--- src/rtl/lsu_ctrl_if.sv ---
// ============================================================================
// Module   : lsu_ctrl_if
// Brief    : Data-memory request/grant/response bus between LSU and memory.
// Revision : 1.0
// ============================================================================
`default_nettype none

interface lsu_ctrl_if;
    logic        dmem_req_o;
    logic        dmem_we_o;
    logic [31:0] dmem_addr_o;
    logic [3:0]  dmem_be_o;
    logic [31:0] dmem_wdata_o;
    logic        dmem_gnt_i;
    logic        dmem_rvalid_i;
    logic [31:0] dmem_rdata_i;

    modport master (
        output dmem_req_o, dmem_we_o, dmem_addr_o, dmem_be_o, dmem_wdata_o,
        input  dmem_gnt_i, dmem_rvalid_i, dmem_rdata_i
    );

    modport slave (
        input  dmem_req_o, dmem_we_o, dmem_addr_o, dmem_be_o, dmem_wdata_o,
        output dmem_gnt_i, dmem_rvalid_i, dmem_rdata_i
    );
endinterface

`default_nettype wire

--- src/rtl/lsu_ctrl.sv ---
// ============================================================================
// Module   : lsu_ctrl
// Brief    : Load/store unit: lane alignment, sign/zero extension, memory
//            handshake with timeout, core stall generation.
// Revision : 1.0
// ============================================================================
`default_nettype none

module lsu_ctrl #(
    parameter int TIMEOUT_CYCLES = 255,
    parameter int CNT_W          = 8
) (
    input  wire logic        clk,
    input  wire logic        rst,
    input  wire logic        mem_rd,
    input  wire logic        mem_wr,
    input  wire logic [2:0]  mask,
    input  wire logic [31:0] addr_i,
    input  wire logic [31:0] wdata_i,
    output logic             stall_o,
    output logic             done_o,
    output logic             err_o,
    output logic [31:0]      rdata_o,
    lsu_ctrl_if.master       dmem
);

    typedef enum logic [1:0] {
        S_IDLE = 2'd0,
        S_REQ  = 2'd1,
        S_WAIT = 2'd2,
        S_DONE = 2'd3
    } state_t;

    localparam logic [CNT_W-1:0] c_cnt_last = CNT_W'(TIMEOUT_CYCLES - 1);

    state_t            r_state;
    state_t            w_state_nxt;
    logic [29:0]       r_addr;
    logic [1:0]        r_offset;
    logic [2:0]        r_mask;
    logic              r_we;
    logic [3:0]        r_be;
    logic [31:0]       r_wdata;
    logic              r_err;
    logic [31:0]       r_rdata;
    logic [CNT_W-1:0]  r_cnt;

    logic              w_access;
    logic              w_legal_mask;
    logic              w_misalign;
    logic              w_legal;
    logic [3:0]        w_be;
    logic [31:0]       w_wdata;
    logic              w_timeout;
    logic [7:0]        w_byte;
    logic [15:0]       w_half;
    logic [31:0]       w_load_fmt;

    assign w_access  = mem_rd | mem_wr;
    assign w_timeout = (r_cnt >= c_cnt_last);

    // Stores accept only B/H/W; loads additionally accept BU/HU.
    always_comb begin
        w_legal_mask = 1'b0;
        case (mask)
            3'b000, 3'b001, 3'b010: w_legal_mask = 1'b1;
            3'b100, 3'b101:         w_legal_mask = ~mem_wr;
            default:                w_legal_mask = 1'b0;
        endcase
    end

    assign w_misalign = ((mask[1:0] == 2'b01) && addr_i[0]) ||
                        ((mask == 3'b010) && (addr_i[1:0] != 2'b00));
    assign w_legal    = w_legal_mask & ~w_misalign;

    always_comb begin
        w_be    = 4'b1111;
        w_wdata = wdata_i;
        case (mask[1:0])
            2'b00: begin
                w_be    = 4'b0001 << addr_i[1:0];
                w_wdata = {4{wdata_i[7:0]}};
            end
            2'b01: begin
                w_be    = 4'b0011 << addr_i[1:0];
                w_wdata = {2{wdata_i[15:0]}};
            end
            default: begin
                w_be    = 4'b1111;
                w_wdata = wdata_i;
            end
        endcase
    end

    always_comb begin
        w_byte = dmem.dmem_rdata_i[7:0];
        case (r_offset)
            2'd0:    w_byte = dmem.dmem_rdata_i[7:0];
            2'd1:    w_byte = dmem.dmem_rdata_i[15:8];
            2'd2:    w_byte = dmem.dmem_rdata_i[23:16];
            default: w_byte = dmem.dmem_rdata_i[31:24];
        endcase
        w_half = r_offset[1] ? dmem.dmem_rdata_i[31:16] : dmem.dmem_rdata_i[15:0];
        case (r_mask)
            3'b000:  w_load_fmt = {{24{w_byte[7]}}, w_byte};
            3'b100:  w_load_fmt = {24'd0, w_byte};
            3'b001:  w_load_fmt = {{16{w_half[15]}}, w_half};
            3'b101:  w_load_fmt = {16'd0, w_half};
            default: w_load_fmt = dmem.dmem_rdata_i;
        endcase
    end

    always_ff @(posedge clk or posedge rst) begin
        if (rst) begin
            r_state <= S_IDLE;
        end else begin
            r_state <= w_state_nxt;
        end
    end

    always_comb begin
        w_state_nxt       = r_state;
        stall_o           = 1'b0;
        done_o            = 1'b0;
        err_o             = 1'b0;
        rdata_o           = 32'd0;
        dmem.dmem_req_o   = 1'b0;
        dmem.dmem_we_o    = 1'b0;
        dmem.dmem_addr_o  = 32'd0;
        dmem.dmem_be_o    = 4'd0;
        dmem.dmem_wdata_o = 32'd0;
        case (r_state)
            S_IDLE: begin
                stall_o = w_access;
                if (w_access) begin
                    w_state_nxt = w_legal ? S_REQ : S_DONE;
                end
            end
            S_REQ: begin
                stall_o           = 1'b1;
                dmem.dmem_req_o   = 1'b1;
                dmem.dmem_we_o    = r_we;
                dmem.dmem_addr_o  = {r_addr, 2'b00};
                dmem.dmem_be_o    = r_be;
                dmem.dmem_wdata_o = r_wdata;
                // A grant on the timeout cycle still completes the access.
                if (dmem.dmem_gnt_i) begin
                    w_state_nxt = r_we ? S_DONE : S_WAIT;
                end else if (w_timeout) begin
                    w_state_nxt = S_DONE;
                end
            end
            S_WAIT: begin
                stall_o = 1'b1;
                if (dmem.dmem_rvalid_i || w_timeout) begin
                    w_state_nxt = S_DONE;
                end
            end
            default: begin
                done_o      = 1'b1;
                err_o       = r_err;
                rdata_o     = r_rdata;
                w_state_nxt = S_IDLE;
            end
        endcase
    end

    always_ff @(posedge clk or posedge rst) begin
        if (rst) begin
            r_addr   <= 30'd0;
            r_offset <= 2'd0;
            r_mask   <= 3'd0;
            r_we     <= 1'b0;
            r_be     <= 4'd0;
            r_wdata  <= 32'd0;
            r_err    <= 1'b0;
            r_rdata  <= 32'd0;
            r_cnt    <= '0;
        end else begin
            case (r_state)
                S_IDLE: begin
                    if (w_access) begin
                        r_addr   <= addr_i[31:2];
                        r_offset <= addr_i[1:0];
                        r_mask   <= mask;
                        r_we     <= mem_wr;
                        r_be     <= w_be;
                        r_wdata  <= w_wdata;
                        r_err    <= ~w_legal;
                        r_rdata  <= 32'd0;
                        r_cnt    <= '0;
                    end
                end
                S_REQ: begin
                    r_cnt <= r_cnt + 1'b1;
                    if (!dmem.dmem_gnt_i && w_timeout) begin
                        r_err <= 1'b1;
                    end
                end
                S_WAIT: begin
                    r_cnt <= r_cnt + 1'b1;
                    if (dmem.dmem_rvalid_i) begin
                        r_rdata <= w_load_fmt;
                    end else if (w_timeout) begin
                        r_err   <= 1'b1;
                        r_rdata <= 32'd0;
                    end
                end
                default: begin
                end
            endcase
        end
    end

endmodule

`default_nettype wire

--- src/flat_wrapper.sv ---
// flat-port wrapper written by rule: the top's interface ports become plain ports
module lsu_ctrl_flat 
#(
    parameter int TIMEOUT_CYCLES = 255,
    parameter int CNT_W          = 8
)
  (clk, rst, mem_rd, mem_wr, mask, addr_i, wdata_i, stall_o, done_o, err_o, rdata_o, dmem_dmem_req_o, dmem_dmem_we_o, dmem_dmem_addr_o, dmem_dmem_be_o, dmem_dmem_wdata_o, dmem_dmem_gnt_i, dmem_dmem_rvalid_i, dmem_dmem_rdata_i);
  lsu_ctrl_if dmem_i ();
  input  wire logic clk;
  input  wire logic rst;
  input  wire logic mem_rd;
  input  wire logic mem_wr;
  input  wire logic [2:0] mask;
  input  wire logic [31:0] addr_i;
  input  wire logic [31:0] wdata_i;
  output logic stall_o;
  output logic done_o;
  output logic err_o;
  output logic [31:0] rdata_o;
  output wire logic [$bits(dmem_i.dmem_req_o)-1:0] dmem_dmem_req_o;
  output wire logic [$bits(dmem_i.dmem_we_o)-1:0] dmem_dmem_we_o;
  output wire logic [$bits(dmem_i.dmem_addr_o)-1:0] dmem_dmem_addr_o;
  output wire logic [$bits(dmem_i.dmem_be_o)-1:0] dmem_dmem_be_o;
  output wire logic [$bits(dmem_i.dmem_wdata_o)-1:0] dmem_dmem_wdata_o;
  input wire logic [$bits(dmem_i.dmem_gnt_i)-1:0] dmem_dmem_gnt_i;
  input wire logic [$bits(dmem_i.dmem_rvalid_i)-1:0] dmem_dmem_rvalid_i;
  input wire logic [$bits(dmem_i.dmem_rdata_i)-1:0] dmem_dmem_rdata_i;
  assign dmem_dmem_req_o = dmem_i.dmem_req_o;
  assign dmem_dmem_we_o = dmem_i.dmem_we_o;
  assign dmem_dmem_addr_o = dmem_i.dmem_addr_o;
  assign dmem_dmem_be_o = dmem_i.dmem_be_o;
  assign dmem_dmem_wdata_o = dmem_i.dmem_wdata_o;
  assign dmem_i.dmem_gnt_i = dmem_dmem_gnt_i;
  assign dmem_i.dmem_rvalid_i = dmem_dmem_rvalid_i;
  assign dmem_i.dmem_rdata_i = dmem_dmem_rdata_i;
  lsu_ctrl #(.TIMEOUT_CYCLES(TIMEOUT_CYCLES), .CNT_W(CNT_W)) u_core (.clk(clk), .rst(rst), .mem_rd(mem_rd), .mem_wr(mem_wr), .mask(mask), .addr_i(addr_i), .wdata_i(wdata_i), .stall_o(stall_o), .done_o(done_o), .err_o(err_o), .rdata_o(rdata_o), .dmem(dmem_i));
endmodule
--- config.mk ---
export PLATFORM = sky130hd
export DESIGN_NAME = lsu_ctrl_flat
export DESIGN_NICKNAME = d
export VERILOG_FILES = /design/src/rtl/lsu_ctrl_if.sv /design/src/rtl/lsu_ctrl.sv /design/src/flat_wrapper.sv
export SDC_FILE = /design/constraint.sdc
export NUM_CORES = 1
export LEC_CHECK = 0
export ABC_AREA = 1
export BUFFER_PORTS_ARGS = -buffer_cell sky130_fd_sc_hd__buf_2
export CAP_MARGIN = 10
export CORE_MARGIN = 2
export CORE_UTILIZATION = 47
export DETAILED_ROUTE_END_ITERATION = 7
export GPL_ROUTABILITY_DRIVEN = 0
export PLACE_DENSITY = 0.78
export SYNTH_ARGS = -nofsm -noshare
export SYNTH_HDL_FRONTEND = slang
export SYNTH_SLANG_ARGS = --single-unit
--- constraint.sdc ---
create_clock -name clk -period 3.9 [get_ports clk]
set_clock_uncertainty 0.15 [all_clocks]
set_input_delay 0.78 -clock clk [delete_from_list [all_inputs] [get_ports clk]]
set_output_delay 0.78 -clock clk [all_outputs]
set_load 0.005 [all_outputs]
After elaboration in Yosys (flattened, before gate mapping)
Cells that the tools add are included.
- reductions and logical operators: 24
- add/sub/neg operators: 1
- shift-type cells: 2
- equality and inequality tests: 19
- $lt $le $gt $ge: 1
- bitwise logic cells: 5
- mux-type cells: 33
- operators by type and width (operator ; count):
    32-bit 2-to-1 mux ; 6
    32-bit case mux with 2 select lines ; 2
    32-bit case mux with 4 select lines ; 1
    8-bit case mux with 3 select lines ; 1
    16-bit 2-to-1 mux ; 1
    8-bit case mux with 2 select lines ; 1
    3-bit == test, second input constant ; 4
    2-bit 2-to-1 mux ; 5
    1-bit 2-to-1 mux ; 9
    8-bit by 1-bit adder with 8-bit output, second input constant ; 1
    8-bit greater-or-equal comparator, second input constant ; 1
    8-bit 2-to-1 mux ; 1
    2-bit by 1-bit != test with 1-bit output, second input constant ; 4
    4-bit case mux with 2 select lines ; 1
    2-bit by 1-bit == test with 1-bit output, second input constant ; 3
    3-bit by 1-bit == test with 1-bit output, second input constant ; 2
    2-bit logical NOT ; 3
    3-bit logical NOT ; 2
    3-bit by 2-bit != test with 1-bit output, second input constant ; 2
    2-bit case mux with 3 select lines ; 1
    3-bit AND reduction ; 2
    2-bit nonzero test ; 3
    3-bit OR reduction ; 2
    5-bit AND reduction ; 1
    17 further kinds ; 26
- word-level logic and storage cells: 95
- register bits: 115
- input bits: 105
- output and inout port bits: 105

Longest topological paths before layout
Gate-level depths: netlist of the first run.
- depth after elaboration: 8
- mapped depth: 11
- depth with buffers taken out: 10

Worst setup path after synthesis of the first run
OpenSTA, ideal clock, no wires.
- path type: in2out
- start point: in mem_wr
- end point: out stall_o
- slack: 1481 ps
- arrival time: 1489 ps
- path buffers: 2
- stages on the path: 4
- path through: o21ai_1 buf_2 buf_2 a21oi_1
- cells in the longest elaborated chain, start to end: 2
- RTL lines (what ; line ; text):
    start, declared ; flat_wrapper.sv:12 ; input wire logic mem_wr;
    1-bit OR ; lsu_ctrl.sv:59 ; assign w_access = mem_rd | mem_wr;
    1-bit case mux with 2 select lines ; lsu_ctrl.sv:132 ; case (r_state)
    end, declared ; flat_wrapper.sv:16 ; output logic stall_o;
Every way passes these cells.

Worst setup path after layout of the first run
- start point: reg u_core.r_state[1]
- end point: out dmem_dmem_wdata_o[24]
- cells in the longest elaborated chain, start to end: 2
- RTL lines (what ; line ; text):
    start, declared ; lsu_ctrl.sv:36 ; state_t r_state;
    start signal, assigned ; lsu_ctrl.sv:117 ; r_state <= w_state_nxt;
    2-bit by 1-bit == test with 1-bit output ; lsu_ctrl.sv:132 ;
    32-bit 2-to-1 mux ; lsu_ctrl.sv:132 ;
    end, declared ; flat_wrapper.sv:24 ; output wire logic [$bits(dmem_i.dmem_wdata_o)-1:0] dmem_dmem_wdata_o;
Every way passes these cells.

==> impl_metrics.ini, run 1 <==
[routing]
drtPass1Iterations = 6
vias = 6625
post-route-drc-count = 0
antenna_left = 0
wl_um = 17550
drtIter0Drc = 478
wl_per_cell_um = 13.05
viasPerCell = 4.926

[sta]
finalHoldViolations = 0
rsz0062_at_grt = false
timing.fmax_mhz = 347.6
fin_crit_ns = 2.877
finalSetupViolations = 0
tightestPinTransition_ns = 0.9485
slew_headroom = 0.3667
finalSetupTns_ns = 0
fin_crit_sh = 0.7377
worst_slack_ns = 1.023
final_max_slew_viol_count = 0

[power]
powerDensity_nw_per_um2 = 762.0
power_mw = 6.302
leakage_nw = 5.279
peakVddDrop_uv = 371.8

[synth]
ys_types = 32
yosys.area.top_type_share = 0.4375
synth_cells = 968
synth_area_leaders = dfrtp_1 44%, nand2_1 24%, inv_1 8.2%, o21ai_0 5.0%, nor2_1 2.8%
yosys.area.top_type = dfrtp_1
syn_area_um2 = 6578
seq_area_frac_synth = 0.4375
syn_avg_cell_area_um2 = 6.795
ys_seq_elements = 115
yosys_warnings = 0

[clock_network]
clkSlewWorstSetupHoldPaths_ns = 0.05
cts_hold_buffers = 0
cts.path.max_buffers = 2
numCtsBuffers = 17
clk_latency_ns = 0.41
cts_tree = built
post-cts-setup-buffers = 0
cts.repair.resized = 0
cts_root_buf = clkbuf_16
clock_sinks = 115
htreeDepth = 4

[setup_path]
crit_required_ns = 2.97
rr_endpoint = u_core.r_wdata[21]
worstSetupPathType = reg2out
cp_cell_sequence = inv_1, ha_2, buf_4, nand2_1, inv_1, buf_2
regToRegSetupSlack_ns = 1.51
critPathCaptureType = primary output
crit_fanout = 41
cp_slowest_cell = buf_4
path_common_cell = inv_1
ff2ff_path_depth = 6
arrival_ns = 1.95
cp-start-kind = register
slowest_delay_ns = 0.42
r2r_start = u_core.r_state[0]

[flow_run]
drv_cap = 0

[placed_design]
place_area_um2 = 7652
dp_slack_ns = 1.297
dpl.hpwl_um = 12270
portBuffers = 207

[floorplanning]
die_y_um = 122.3
dieArea_um2 = 14960
die_x_um = 122.3
rows = 43
start_util = 0.4776
placeableCoreArea_um2 = 13770
io-pin-count = 210

[global_route]
antenna_found_initial = 0
met1_usage = 0.3144
grt_use_met3 = 0.06831
grt_overflow = 0
use_met2 = 0.3823
grt_usage = 0.2402
grt_pass1_wl_um = 28390
grt-busiest-layer = met2
grt_max_degree = 69
grt_pass1_vias = 5923

[layout]
areaGrowthSynthToFinish_pct = 25.74
insertedDiodeCount = 0
fill_cells = 1337
seq_area_um2 = 2878
final_cell_area_um2 = 8270
multiInputGateArea_um2 = 2897
final_nets = 1264
drive_above_1_share = 0.2318

[worst_hold_path]
hold_start = u_core.r_rdata[23]
hold_depth = 2
hold_end = u_core.r_rdata[23]
hp-class = reg2reg

[status]
status = finished clean
## placed cells by master (no fill, tap or decap), types with 10 or more instances in the layout
| master | synthesis | routed |
|---|---|---|
| nand2_1 | 426 | 426 |
| buf_2 | 20 | 207 |
| inv_1 | 143 | 141 |
| dfrtp_1 | 115 | 115 |
| o21ai_0 | 66 | 66 |
| nor2_1 | 49 | 49 |
| nand3_1 | 35 | 35 |
| a21oi_1 | 18 | 18 |
| clkbuf_16 | 0 | 17 |
| nor2_2 | 10 | 10 |
## worst max-delay path: cells and delay by family (launching register included)
family	cells	cell delay [ns]
fa+ha+maj	1	0.30
flops	1	0.41
buf+inv	4	0.71
simple gates	1	0.13
## cell type report
| cell class | instances | share of cell area |
|---|---|---|
| inverters | 146 | 0.06762 |
| clock inverters | 9 | 0.01861 |
| repair buffers | 213 | 0.1322 |
| flip-flops and latches | 115 | 0.3480 |
| well taps | 180 | 0.02723 |
| multi-input cells | 660 | 0.3502 |
| clock buffers | 22 | 0.05613 |
## routing by layer
layer	wire length [µm]	vias up
met1	7563	3030
met4	326	0
met5	0	-
met3	1381	23
met2	8276	268
li1	-	3304
## kinds of logic (layout without fill, tap and decap cells)
kind of cell | Yosys count | in the layout | synth area share
xor gates and xnor gates | 1 | 1 | 0.001332
and+or+nand+nor | 542 | 542 | 0.3344
adders and majority gates | 6 | 6 | 0.01141
DFF | 115 | 115 | 0.4375
other | 1 | 2 | 0.0005701
buffers and inverters | 194 | 390 | 0.1248
AOI/OAI and AO/OA | 109 | 109 | 0.08998
## cells in the mapped netlist, drive strengths merged
cell type and number:
clkbuf 17, nor2 60, o21bai 1, nand3 35, a31oi 10, nand4 7, o31ai 1, o211ai 6
inv 146, nand3b 5, conb 1, buf 31, a21oi 18, xor2 1, o22a 1, dfrtp 115
ha 6, o21ai 72, nand2 435
## registers in the layout, summed over array words and instances (netlist names)
signal and count:
u_core.r_cnt 8, u_core.r_be 4, u_core.r_wdata 32, u_core.r_state 2, u_core.r_addr 30, u_core.r_err 1
u_core.r_mask 3, u_core.r_rdata 32, u_core.r_offset 2, u_core.r_we 1
## metrics by stage
| step | instances | hold WS [ns] | util |
|---|---|---|---|
| after detailed placement | 1314 | 0.3150 | 0.5556 |
| after floorplan | 969 | 0.2987 | - |
| final | 1345 | 0.3250 | 0.6005 |
| after global routing | 1345 | 0.3434 | 0.6005 |
| after global placement | 1314 | 0.3112 | 0.5556 |
| after CTS | 1345 | 0.3297 | 0.6005 |
## how the worst max path moves through the flow
| stage | slack [ns] | end | cells past startpoint | startpoint |
|---|---|---|---|---|
| after CTS | 1.00 | dmem_dmem_wdata_o[24] | 6 | u_core.r_state[1] |
| after floorplan | 1.48 | stall_o | 4 | mem_wr |
| after global routing | 0.83 | dmem_dmem_wdata_o[24] | 6 | u_core.r_state[1] |
| after global placement | 1.33 | stall_o | 4 | mem_wr |
| after detailed placement | 1.30 | u_core.r_wdata[13] | 4 | mem_wr |
| final | 1.02 | dmem_dmem_wdata_o[24] | 6 | u_core.r_state[1] |
## where the power goes
group | internal [mW] | switching (mW)
Combinational | 0.876 | 1.69
Clock | 1.10 | 0.548
Sequential | 1.72 | 0.371
No activity file was read; power rests on OpenSTA's default activity.
==> inputs of run 2 (changes only) <==
==> constraint.sdc (replaced) <==
create_clock -name clk -period 2.5 [get_ports clk]
set_clock_uncertainty 0.15 [all_clocks]
set_input_delay 0.5 -clock clk [delete_from_list [all_inputs] [get_ports clk]]
set_output_delay 0.5 -clock clk [all_outputs]
set_load 0.005 [all_outputs]
==> run 2 against run 1 <==
Sequential share of layout area is 0.29 points lower. Routed wire length shrank 0.58%. Clock-buffer cell count shrank 1. Die area unchanged. Largest power group unchanged. Non-clock buffer count is 8 higher. Core utilization is 0.51 points higher. Worst hold slack got worse by 0.20 ns. Sequential power grew 54%. Total power rose by 56%. Critical path depth fell by 1. Worst setup slack got worse by 0.91 ns. First-iteration DRC count is 18% lower.
==> impl_metrics.ini, run 2 (synthesis results as in run 1) <==
[status]
status = finished clean

[routing]
drtIter0Drc = 390
wl_um = 17450
viasPerCell = 4.899
drtPass1Iterations = 7
antenna_left = 0
wl_per_cell_um = 12.89
vias = 6628
post-route-drc-count = 0

[global_route]
antenna_found_initial = 0
grt_usage = 0.2409
grt_overflow = 0
grt_use_met3 = 0.07156
grt_pass1_vias = 6011
grt_pass1_wl_um = 28660
use_met2 = 0.3830
grt-busiest-layer = met2
met1_usage = 0.3122
grt_max_degree = 75

[sta]
final_max_slew_viol_count = 0
worst_slack_ns = 0.1110
fin_crit_sh = 0.9556
fin_crit_ns = 2.389
rsz0062_at_grt = false
timing.fmax_mhz = 418.6
finalSetupTns_ns = 0
finalHoldViolations = 0
finalSetupViolations = 0
tightestPinTransition_ns = 0.7145
slew_headroom = 0.5237

[clock_network]
cts_tree = built
cts_root_buf = clkbuf_16
htreeDepth = 4
clkSlewWorstSetupHoldPaths_ns = 0.06
numCtsBuffers = 17
cts.path.max_buffers = 2
clk_latency_ns = 0.41
clock_sinks = 115

[setup_path]
slowest_delay_ns = 0.39
crit_fanout = 5
cp_top_family = flip-flops
arrival_ns = 1.74
worstSetupPathType = reg2out
cp_num_buf_inv = 3
cp_cell_sequence = inv_1, ha_2, inv_1, a21oi_2, buf_2
cp_slowest_cell = dfrtp_1
worst-path-stages = 5
ff2ff_path_depth = 9
critPathCaptureType = primary output
cp-start-kind = register
path_common_cell = inv_1
crit_required_ns = 1.85

[layout]
final_nets = 1272
reg_top3 = u_core.r_rdata (32), u_core.r_wdata (32), u_core.r_addr (30)
layout_common_cells = 426 x nand2_1, 207 x buf_2, 141 x inv_1, 115 x dfrtp_1, 66 x o21ai_0
areaGrowthSynthToFinish_pct = 26.80
insertedDiodeCount = 0
drive_above_1_share = 0.2396
final_common_cell = nand2_1

[power]
p_switching_mw = 4.114
intPower_mw = 5.709
pwr-share-seq = 0.328
leakage_nw = 5.313
combinationalPowerShare = 0.429
swShare = 0.4188
pwr-share-clk = 0.243
powerDensity_nw_per_um2 = 1178
peakVddDrop_uv = 526.7

[placed_design]
portBuffers = 207
dp_slack_ns = 0.3941
dpl.hpwl_um = 12390

[flow_run]
drv_cap = 0

[floorplanning]
rows = 43
die_x_um = 122.3
start_util = 0.4776
placeableCoreArea_um2 = 13770
die_y_um = 122.3
dieArea_um2 = 14960
io-pin-count = 210

[worst_hold_path]
hold_depth = 3
hp-class = in2reg
## run 2: routing by layer
metal  up-vias  wire [µm]
li1       3305          -
met1      3025       7540
met2       263       8068
met3        35       1469
met4         0        365
met5         -          0
## run 2: timing repair
| action | CTS | global route |
|---|---|---|
| pin swaps | 0 | 0 |
| setup buffers | 0 | 0 |
| hold buffers | 1 | 0 |
| endpoints found under the hold margin | 9 | 0 |
| endpoints found under the setup margin | 1 | 11 |
| gates resized for setup | 1 | 2 |
## run 2: power groups by stage
stage,clock network (mW),registers (mW),logic [mW]
2_1_floorplan,0,3.05,3.13
3_3_place_gp,0,3.22,4.09
3_5_place_dp,0,3.22,4.19
4_1_cts,2.40,3.21,4.23
5_1_grt,2.50,3.32,4.84
6_report,2.39,3.22,4.21
## run 2: through the flow
stage          hold WS [ns]  utilization  std cells  instance area, µm²  total power, mW
2_1_floorplan        0.2987            -        969                6585            6.187
5_1_grt              0.1252       0.6056       1353                8341            10.66
3_3_place_gp         0.3116       0.5621       1321                7742            7.307
3_5_place_dp         0.3147       0.5621       1321                7742            7.411
4_1_cts              0.1150       0.6051       1353                8334            9.842
6_report             0.1256       0.6056       1353                8341            9.823
## run 2: final timing paths
check	slack (ns)	from	end
min in group asynchronous	0.45	rst	u_core.r_wdata[17]
max in group asynchronous	1.14	rst	u_core.r_addr[7]
setup reg to reg	0.45	u_core.r_state[1]	u_core.r_rdata[24]
setup / recovery	0.11	u_core.r_state[1]	stall_o
hold reg to reg	0.33	u_core.r_rdata[26]	u_core.r_rdata[26]
hold / removal	0.13	addr_i[16]	u_core.r_addr[14]
## run 2: area by class of cell
class,instances,area [µm²]
clock buffers,21,470.5
clock inverters,10,107.6
fillers,1286,5433
inverters,146,559.3
multi-input cells,660,2903
flip-flops and latches,115,2878
well taps,180,225.2
repair buffers,221,1197
## run 2: worst register-to-register path, cell delays in order (launching register included)
cell and delay (ns):
dfrtp_1 0.41, inv_1 0.10, ha_2 0.25, nor2_1 0.09, a31oi_2 0.28, nand2_4 0.21, buf_4 0.26, nor2_1 0.10
nand2_1 0.07, nand2_1 0.07
==> inputs of run 3 (changes only) <==
--- a/config.mk
+++ b/config.mk
@@ -9,10 +9,11 @@
 export BUFFER_PORTS_ARGS = -buffer_cell sky130_fd_sc_hd__buf_2
 export CAP_MARGIN = 10
 export CORE_MARGIN = 2
-export CORE_UTILIZATION = 47
+export CORE_UTILIZATION = 40
 export DETAILED_ROUTE_END_ITERATION = 7
 export GPL_ROUTABILITY_DRIVEN = 0
-export PLACE_DENSITY = 0.78
+export PLACE_DENSITY = 0.68
 export SYNTH_ARGS = -nofsm -noshare
 export SYNTH_HDL_FRONTEND = slang
 export SYNTH_SLANG_ARGS = --single-unit
+export TNS_END_PERCENT = 1
==> run 3 against run 2 <==
Clock-buffer cell count down 2. Global-route usage fell by 2.7 points. Combinational power rose by 1%. Die area up 17%. Worst setup slack worse by 0.036 ns. First-iteration DRC count decreased by 1.8%. Design area grew 0.80%. Critical endpoint unchanged.
==> impl_metrics.ini, run 3 (synthesis results as in run 1) <==
[status]
status = finished clean

[worst_hold_path]
hp-class = in2reg
hold_depth = 3

[floorplanning]
io-pin-count = 210
start_util = 0.4111
rows = 46
die_y_um = 132.2
dieArea_um2 = 17490
die_x_um = 132.2
placeableCoreArea_um2 = 16000

[clock_network]
numCtsBuffers = 17
clock_sinks = 115
clk_latency_ns = 0.41
cts_tree = built
cts_root_buf = clkbuf_16
clkSlewWorstSetupHoldPaths_ns = 0.06
htreeDepth = 4
cts.path.max_buffers = 2

[layout]
drive_above_1_share = 0.2430
final_common_cell = nand2_1
final_cell_area_um2 = 8407
insertedDiodeCount = 0
reg_top3 = u_core.r_rdata (32), u_core.r_wdata (32), u_core.r_addr (30)
layout_common_cells = 426 x nand2_1, 207 x buf_2, 141 x inv_1, 115 x dfrtp_1, 66 x o21ai_0
areaGrowthSynthToFinish_pct = 27.81
final_nets = 1275

[power]
pwr-share-seq = 0.329
p_switching_mw = 4.232
powerDensity_nw_per_um2 = 1174
swShare = 0.4290
peakVddDrop_uv = 496.9
power_mw = 9.866
combinationalPowerShare = 0.433
pwr-share-clk = 0.238
leakage_nw = 5.321
intPower_mw = 5.634

[setup_path]
slowest_delay_ns = 0.43
ff2ff_path_depth = 5
worstSetupPathType = reg2out
cp-endpoint = stall_o
critPathCaptureType = primary output
arrival_ns = 1.77
critPathLaunch = u_core.r_state[0]
crit_required_ns = 1.85
cp_slowest_cell = dfrtp_1
regToRegSetupSlack_ns = 0.37
cp-start-kind = register
r2r_start = u_core.r_state[0]
path_common_cell = inv_1
cp_cell_sequence = inv_1, ha_2, inv_1, a21oi_2, buf_2
rr_endpoint = u_core.r_wdata[31]
crit_fanout = 5

[sta]
final_max_slew_viol_count = 0
finalHoldViolations = 0
hold_slack_ns = 0.1221
fin_crit_ns = 2.425
timing.fmax_mhz = 412.4
finalSetupViolations = 0
fin_crit_sh = 0.9700
rsz0062_at_grt = true
tightestPinTransition_ns = 0.6853
slew_headroom = 0.5432

[global_route]
grt_usage = 0.2134
grt_overflow = 0
antenna_found_initial = 0
grt_pass1_vias = 6292
grt_max_degree = 73
grt_pass1_wl_um = 30400

[routing]
viasPerCell = 4.726
post-route-drc-count = 0
drtPass1Iterations = 7
antenna_left = 0
wl_um = 18510
wl_per_cell_um = 13.29
drtIter0Drc = 383
vias = 6583

[flow_run]
drv_cap = 0

[placed_design]
portBuffers = 207
dpl.hpwl_um = 13310
place_area_um2 = 7810
[run 3: changes by cell type in the layout (fill, tap and decap cells not counted), sizes merged]
| cell | delta |
|---|---|
| inv | +5 |
| buf | +3 |
| clkbuf | -2 |
| bufinv | -1 |
| clkinvlp | -1 |
[run 3: power groups by stage]
stage / Clock (mW) / Sequential [mW] / Combinational (mW)
5_1_grt: 2.48 / 3.35 / 4.90
3_5_place_dp: 0 / 3.24 / 4.28
6_report: 2.35 / 3.25 / 4.27
3_3_place_gp: 0 / 3.24 / 4.17
4_1_cts: 2.39 / 3.24 / 4.31
2_1_floorplan: 0 / 3.05 / 3.13
[run 3: metal layers]
metal  track usage  wire length [µm]
met5             0                 0
met2        0.3504              8644
met1        0.2698              8163
met4       0.06989               239
met3       0.06459              1461
[run 3: layout make-up]
class                           instances  area (µm²)
Clock buffer                           19       442.9
Multi-Input combinational cell        660        2915
Clock inverter                         13       125.1
Inverter                              146       559.3
Sequential cell                       115        2878
Tap cell                              216       270.3
Fill cell                            1667        7594
Timing Repair Buffer                  224        1216
[run 3: critical path: cells and delay by family (launching register included)]
kind	cells	cell delay [ns]
buffers and inverters	3	0.35
AO/OA/AOI/OAI	1	0.19
adder cells (fa/ha/maj)	1	0.37
flip-flops	1	0.43
[run 3: stage by stage]
step / TNS [ns] / util / cells / setup slack [ns]
after global placement: 0 / 0.4881 / 1360 / 0.3781
after CTS: 0 / 0.5246 / 1393 / 0.02377
final: 0 / 0.5254 / 1393 / 0.07511
after floorplan: 0 / - / 969 / 0.4395
after detailed placement: 0 / 0.4881 / 1360 / 0.3245
after global routing: -0.03600 / 0.5254 / 1393 / -0.03600
[run 3: how the worst min path moves through the flow]
stage / slack [ns] / to / from
global route: 0.12 / u_core.r_addr[22] / addr_i[24]
global placement: 0.31 / u_core.r_addr[11] / u_core.r_addr[11]
CTS: 0.11 / u_core.r_addr[25] / addr_i[27]
floorplan: 0.30 / u_core.r_addr[0] / u_core.r_addr[0]
detailed placement: 0.32 / u_core.r_rdata[21] / u_core.r_rdata[21]
finish: 0.12 / u_core.r_addr[13] / addr_i[15]
[run 3: repair_timing]
item                                   CTS  global route
pin swaps                                0             1
resized for setup                        2             2
setup endpoints to repair                1            23
hold buffers                             1             0
buffers inserted                         0             0
endpoints found under the hold margin   15             0
